File: config.mk
export PLATFORM = sky130hd
export DESIGN_NAME = trace_item_buffer
export DESIGN_NICKNAME = d
export VERILOG_FILES = /design/src/rtl/continuous_monitoring_system_pkg.sv /design/src/rtl/trace_item_buffer_sat_counter.sv /design/src/rtl/trace_item_buffer.sv
export SDC_FILE = /design/constraint.sdc
export NUM_CORES = 1
export LEC_CHECK = 0
export CAP_MARGIN = 20
export CORE_AREA = 2 2 415 417
export CTS_CLUSTER_SIZE = 14
export DETAILED_ROUTE_END_ITERATION = 12
export DIE_AREA = 0 0 417 419
export GPL_ROUTABILITY_DRIVEN = 0
export PLACE_DENSITY_LB_ADDON = 0.25
export SLEW_MARGIN = 25
export SYNTH_ARGS = -nofsm -noshare
export SYNTH_HDL_FRONTEND = slang
export SYNTH_SLANG_ARGS = --single-unit
File: constraint.sdc
create_clock -name clk -period 17.2 [get_ports clk]
set_input_delay 3.44 -clock clk [delete_from_list [all_inputs] [get_ports clk]]
set_output_delay 3.44 -clock clk [all_outputs]
set_load 0.05 [all_outputs]
File: src/rtl/continuous_monitoring_system_pkg.sv
// -----------------------------------------------------------------------------
// continuous_monitoring_system_pkg
// Shared types and widths for the continuous monitoring pipeline.
//   RISC_V_INSTRUCTION_WIDTH : width of a RISC-V instruction word.
//   TRACE_PC_WIDTH           : width of the pc field stored in a trace entry.
//   TRACE_CNT_WIDTH          : width of the optional timestamp field.
//   trace_entry_t            : {pc, instr[, timestamp]}.
//   buf_state_t              : trace buffer occupancy state.
// Build option: TRACE_BUFFER_TIMESTAMP_EN adds the timestamp field.
// -----------------------------------------------------------------------------
package continuous_monitoring_system_pkg;

  localparam int RISC_V_INSTRUCTION_WIDTH = 32;
  localparam int TRACE_PC_WIDTH           = 64;
  localparam int TRACE_CNT_WIDTH          = 32;

  typedef struct packed {
    logic [TRACE_PC_WIDTH-1:0]           pc;
    logic [RISC_V_INSTRUCTION_WIDTH-1:0] instr;
`ifdef TRACE_BUFFER_TIMESTAMP_EN
    logic [TRACE_CNT_WIDTH-1:0]          timestamp;
`else
    // Without timestamps an entry is just {pc, instr}.
`endif
  } trace_entry_t;

  typedef enum logic [1:0] {
    IDLE   = 2'd0,
    ACTIVE = 2'd1,
    FULL   = 2'd2
  } buf_state_t;

endpackage

File: src/rtl/trace_item_buffer_sat_counter.sv
// -----------------------------------------------------------------------------
// sat_counter
// Saturating up-counter with synchronous clear.
//   clk, rst_n : clock, asynchronous active-low reset.
//   clr        : synchronous clear to zero (wins over inc).
//   inc        : count up by one unless already at all-ones.
//   count      : current value.
// -----------------------------------------------------------------------------
module sat_counter #(
  parameter int WIDTH = 32
) (
  input  logic             clk,
  input  logic             rst_n,
  input  logic             clr,
  input  logic             inc,
  output logic [WIDTH-1:0] count
);

  always_ff @(posedge clk or negedge rst_n) begin
    if (!rst_n) begin
      count <= '0;
    end else if (clr) begin
      count <= '0;
    end else if (inc && (count != {WIDTH{1'b1}})) begin
      count <= count + 1'b1;
    end
  end

endmodule

File: src/rtl/trace_item_buffer.sv
// -----------------------------------------------------------------------------
// trace_item_buffer
// Captures trace items not dropped by trace_filter into a circular FIFO and
// presents them on a valid/ready export port, with saturating statistics.
//   clk, rst_n       : clock, asynchronous active-low reset.
//   item_valid, pc,
//   instr, drop_instr: incoming trace item and the filter's drop decision.
//   clear            : synchronous flush of FIFO, overflow flag and counters.
//   m_valid, m_ready,
//   m_data           : export handshake; m_data is the head entry.
//   overflow         : sticky, a kept item was lost since reset/clear.
//   kept_count, dropped_count, lost_count : saturating statistics.
//   fill_level       : current occupancy.
// Build option: TRACE_BUFFER_TIMESTAMP_EN adds a saturating cycle counter whose
// value at the push cycle is stored in each entry.
// -----------------------------------------------------------------------------
module trace_item_buffer
  import continuous_monitoring_system_pkg::*;
#(
  parameter int DEPTH     = 16,
  parameter int PC_WIDTH  = TRACE_PC_WIDTH,
  parameter int CNT_WIDTH = 32
) (
  input  logic                                clk,
  input  logic                                rst_n,
  input  logic                                item_valid,
  input  logic [PC_WIDTH-1:0]                 pc,
  input  logic [RISC_V_INSTRUCTION_WIDTH-1:0] instr,
  input  logic                                drop_instr,
  input  logic                                clear,
  output logic                                m_valid,
  input  logic                                m_ready,
  output trace_entry_t                        m_data,
  output logic                                overflow,
  output logic [CNT_WIDTH-1:0]                kept_count,
  output logic [CNT_WIDTH-1:0]                dropped_count,
  output logic [CNT_WIDTH-1:0]                lost_count,
  output logic [$clog2(DEPTH):0]              fill_level
);

  localparam int PTR_W  = $clog2(DEPTH);
  localparam int FILL_W = PTR_W + 1;

  trace_entry_t            mem [DEPTH];
  trace_entry_t            wr_entry;
  logic [PTR_W-1:0]        rd_ptr;
  logic [PTR_W-1:0]        wr_ptr;
  logic [FILL_W-1:0]       fill_next;
  buf_state_t              state;
  buf_state_t              state_next;

  logic push_req;
  logic push_ok;
  logic pop;
  logic drop_hit;
  logic lost_hit;

  // The state register mirrors occupancy so valid/full come straight from flops.
  assign m_valid  = (state != IDLE);
  assign pop      = m_valid & m_ready;
  assign push_req = item_valid & ~drop_instr;
  // A full FIFO can still take a push when the head leaves in the same cycle.
  assign push_ok  = push_req & ((state != FULL) | pop);
  assign lost_hit = push_req & ~push_ok;
  assign drop_hit = item_valid & drop_instr;

  assign fill_next = fill_level + FILL_W'(push_ok) - FILL_W'(pop);

  // Head is read combinationally so it is valid in the cycle after the write.
  assign m_data = m_valid ? mem[rd_ptr] : '0;

`ifdef TRACE_BUFFER_TIMESTAMP_EN
  logic [CNT_WIDTH-1:0] ts_count;

  sat_counter #(.WIDTH(CNT_WIDTH)) u_ts_cnt (
    .clk(clk), .rst_n(rst_n), .clr(clear), .inc(1'b1), .count(ts_count)
  );
`else
  // No cycle counter in this build.
`endif

  always_comb begin
    wr_entry       = '0;
    wr_entry.pc    = TRACE_PC_WIDTH'(pc);
    wr_entry.instr = instr;
`ifdef TRACE_BUFFER_TIMESTAMP_EN
    wr_entry.timestamp = TRACE_CNT_WIDTH'(ts_count);
`else
    // Entry carries only pc and instr.
`endif
  end

  // Storage is not reset; occupancy alone decides which entries are live.
  always_ff @(posedge clk) begin
    if (push_ok && !clear) begin
      mem[wr_ptr] <= wr_entry;
    end
  end

  always_ff @(posedge clk or negedge rst_n) begin
    if (!rst_n) begin
      rd_ptr     <= '0;
      wr_ptr     <= '0;
      fill_level <= '0;
      overflow   <= 1'b0;
      state      <= IDLE;
    end else begin
      state <= state_next;
      if (clear) begin
        rd_ptr     <= '0;
        wr_ptr     <= '0;
        fill_level <= '0;
        overflow   <= 1'b0;
      end else begin
        if (push_ok) wr_ptr <= wr_ptr + 1'b1;
        if (pop)     rd_ptr <= rd_ptr + 1'b1;
        if (lost_hit) overflow <= 1'b1;
        fill_level <= fill_next;
      end
    end
  end

  always_comb begin
    state_next = state;
    if (clear) begin
      state_next = IDLE;
    end else if (fill_next == '0) begin
      state_next = IDLE;
    end else if (fill_next == FILL_W'(DEPTH)) begin
      state_next = FULL;
    end else begin
      state_next = ACTIVE;
    end
  end

  sat_counter #(.WIDTH(CNT_WIDTH)) u_kept_cnt (
    .clk(clk), .rst_n(rst_n), .clr(clear), .inc(push_ok), .count(kept_count)
  );

  sat_counter #(.WIDTH(CNT_WIDTH)) u_drop_cnt (
    .clk(clk), .rst_n(rst_n), .clr(clear), .inc(drop_hit), .count(dropped_count)
  );

  sat_counter #(.WIDTH(CNT_WIDTH)) u_lost_cnt (
    .clk(clk), .rst_n(rst_n), .clr(clear), .inc(lost_hit), .count(lost_count)
  );

endmodule

==> impl_metrics.yaml <==
critical_path:
  critical-path-top-cell-by-count: "buf_4"
  critical_path.top_delay_family: "buffers and inverters"
  rr_worst_depth: 7
  critical_path_cell_count: 7
  nature_of_the_critical_path_startpoint: "flop"
  worstPathRequired_ns: 13.76
  critPathCaptureType: "output pin"
  cp_data_arrival_time_ns: 6.18
  crit_fanout: 40
  cp_num_buf_inv: 4
  crit_slowest_cell: "dfrtp_4"
  worst-setup-path-type: "flop to output pin"
  worst_path_cell_chain: "buf_4 > buf_4 > buf_4 > mux4_2 > mux4_2 > and2_1 > clkdlybuf4s50_1"
  worst_path_largest_cell_delay_ns: 0.90
hold_path:
  whs_path_depth: 2
  hold_class: "flop to flop"
timing:
  slew-limit-headroom: 0.265
  achievable-frequency_mhz: 104
  fin_tns_setup_ns: 0
  setup_viol: 0
  holdWs_ns: 0.540
  post-route-min-period_ns: 9.62
  setup_slack_ns: 7.58
  number_of_pins_exceeding_their_max_slew_limit_in_the_final_report: 0
  timing.final.hold_violations: 0
  timing.final.crit_share: 0.559
  worst_slew_pin_slew_ns: 1.10
  fin_worst_skew_ns: 0.0243
  rsz0062_at_grt: "false"
job:
  max-cap-violations: 0
yosys:
  synth-warning-count: 0
  synth_async_sr_flop_share: 0.0680
  syn_inst: 2910
  postSynthRegisterBits: 1648
  postSynth.topFlopCell: "edfxtp_1"
  synth_top_family_by_area: "multiplexers"
  synth.yosys.seq_area_share: 0.760
  yosys.area_share.simple: 0.0363
  synth-compound-area-share: 0.0136
  synth_fa_ha_area_frac: 0.00264
  synth-edff-count: 1536
  synthesis.nets: 3025
  postSynthAreaPerCell_um2: 22.1
  number_of_different_library_cells_in_the_post_synthesis_netlist: 47
  synth.area.mux_share: 0.169
  synth_area_mm2: 0.0644
  synthXorXnorAreaFrac: 0.00585
route:
  detail_route.wirelength_um: 158000
  ant_nets: 0
  first_iter_violations: 3182
  dr.pass1.iters: 7
  via_density_per_instance: 5.52
  drt-wirelength-per-cell_um: 27.9
  drc: 0
  via_count: 31275
final_layout:
  register_area_mm2: 0.0489
  multi_input_gate_area_in_the_final_layout_mm2: 0.0148
  most_frequent_standard_cell_in_the_layout_excluding_fill_and_tap_cells: "edfxtp_1"
  layout.core_utilization: 0.443
  drive_gt1_frac: 0.233
  final_nets: 3398
  cell_area_after_layout_mm2: 0.0755
  final_cell_count_no_fill: 5665
  mostFrequentLayoutCells: "1536 x edfxtp_1, 480 x mux4_2, 298 x clkdlybuf4s50_1"
  fillCellCount: 14364
  synthToLayoutAreaGrowth_pct: 17.3
floorplan:
  pin_count: 301
  die_height_um: 419
  starting_density_of_the_core: 0.378
  fp.dieArea_mm2: 0.175
  placementRows: 152
  die_width_um: 417
  fp.coreArea_mm2: 0.171
power:
  cell_pwr_density_mw_per_mm2: 134
  post-layout-total-power_mw: 10.1
  p_leak_nw: 23.1
  worst_ir_drop_vdd_mv: 0.104
cts:
  clock_tree_buffer_depth: 3
  source_to_sink_clock_delay_at_the_later_pin_of_the_worst_skew_pair_ns: 0.81
  numCtsBuffers: 175
  numClockSinks: 1648
  clock_tree_from_tritoncts: "yes"
  cts.htree.levels: 4
  hold_buffers: 0
  clk_pin_slew_worst_paths_ns: 0.06
  post_cts_resized: 0
  clock_tree.root_cell: "clkbuf_16"
  cts_post_setup_buffers_inserted: 0
place:
  detailed_placer_s_ending_hpwl_um: 72700
  numPlacedInstances: 5339
  buffer_ports.inserted: 300
  dpl-instance-area_mm2: 0.0701
  pre_cts_slack_ns: 8.19
run_status:
  run_status: "complete, no violations"
global_routing:
  track_usage: 0.181
  grt_util_met3: 0.0377
  vias_in_the_first_global_route: 32181
  grt_antenna_before_repair: 23
  pin_count_of_the_biggest_net_entering_global_routing: 107
  grt_first_pass_wirelength_um: 229000
  grtUsageMet2: 0.292
  top_usage_layer: "met2"
  global_routing_met1_resource_utilization: 0.254
  overflow: 0
==> power by group <==
part,internal (mW),switching [mW]
Sequential,4.41,0.0371
Clock,2.04,1.55
Combinational,0.889,1.16
Total,7.34,2.75
==> cells by family (layout without fill, tap and decap cells) <==
| kind of cell | Yosys count | in the layout |
|---|---|---|
| AO/OA/AOI/OAI | 152 | 152 |
| XOR/XNOR | 43 | 43 |
| adder cells (fa/ha/maj) | 13 | 13 |
| buffers and inverters | 166 | 685 |
| flip-flops | 1648 | 1648 |
| multiplexers | 485 | 485 |
| other | 0 | 3 |
| AND/OR/NAND/NOR | 403 | 403 |
==> synth_stat cells, types with 2 or more instances <==
master	number	area, um2
o2111ai_1	5	43.8
dfrtp_1	112	2800
and3_1	22	138
nor2_1	50	188
and4_1	17	149
o21ai_1	11	55.1
edfxtp_1	1536	46100
or4_1	25	188
a31oi_1	9	56.3
o31ai_1	25	188
a21oi_1	73	365
nand2b_1	5	31.3
nand4_2	3	37.5
ha_1	12	150
and2_1	105	657
nand3_1	33	165
nor4_1	9	56.3
o21ai_0	22	110
buf_2	17	85.1
clkbuf_1	81	304
nand4_1	35	219
mux4_2	480	10800
buf_1	13	48.8
or3_1	30	188
a21o_1	2	15.0
nand2_1	45	169
nor2b_1	8	50.1
o211ai_1	2	15.0
xor2_1	29	254
xnor2_1	14	123
inv_1	11	41.3
buf_6	11	124
buf_4	33	248
nor3_1	9	45.0
mux2_1	4	45.0
==> worst min-delay path, stage by stage, from the launching register on <==
cell,delay [ns]
dfrtp_1,0.36
nor2_1,0.05
nor2_1,0.09
==> final cells by class <==
class	count	share of cell area
Inverter	11	0.000547
Antenna cell	3	0.0000994
Timing Repair Buffer	351	0.0472
Tap cell	2233	0.0370
Clock inverter	108	0.0113
Sequential cell	1648	0.648
Clock buffer	215	0.0605
Multi-Input combinational cell	1096	0.195
==> final timing paths <==
kind | startpoint | to | slack [ns]
max reg2reg | state[1] | mem[4][68] | 13.94
max | rd_ptr[0] | m_data[86] | 7.58
min in group asynchronous | rst_n | u_drop_cnt.count[23] | 2.61
min reg2reg | overflow | overflow | 0.54
min | overflow | overflow | 0.54
max in group asynchronous | rst_n | u_lost_cnt.count[28] | 13.44
==> metal layers <==
metal | part of all wire | routed length (um)
met1 | 0.44 | 69800
met2 | 0.48 | 76400
met3 | 0.055 | 8760
met4 | 0.019 | 2980
met5 | 0.00084 | 133
==> registers in the layout, summed over array words and instances, names as in the netlist <==
signal            count
mem                1536
fill_level            5
u_drop_cnt.count     32
wr_ptr                4
overflow              1
rd_ptr                4
u_kept_cnt.count     32
state                 2
u_lost_cnt.count     32
No activity file was read; power rests on OpenSTA's default activity.
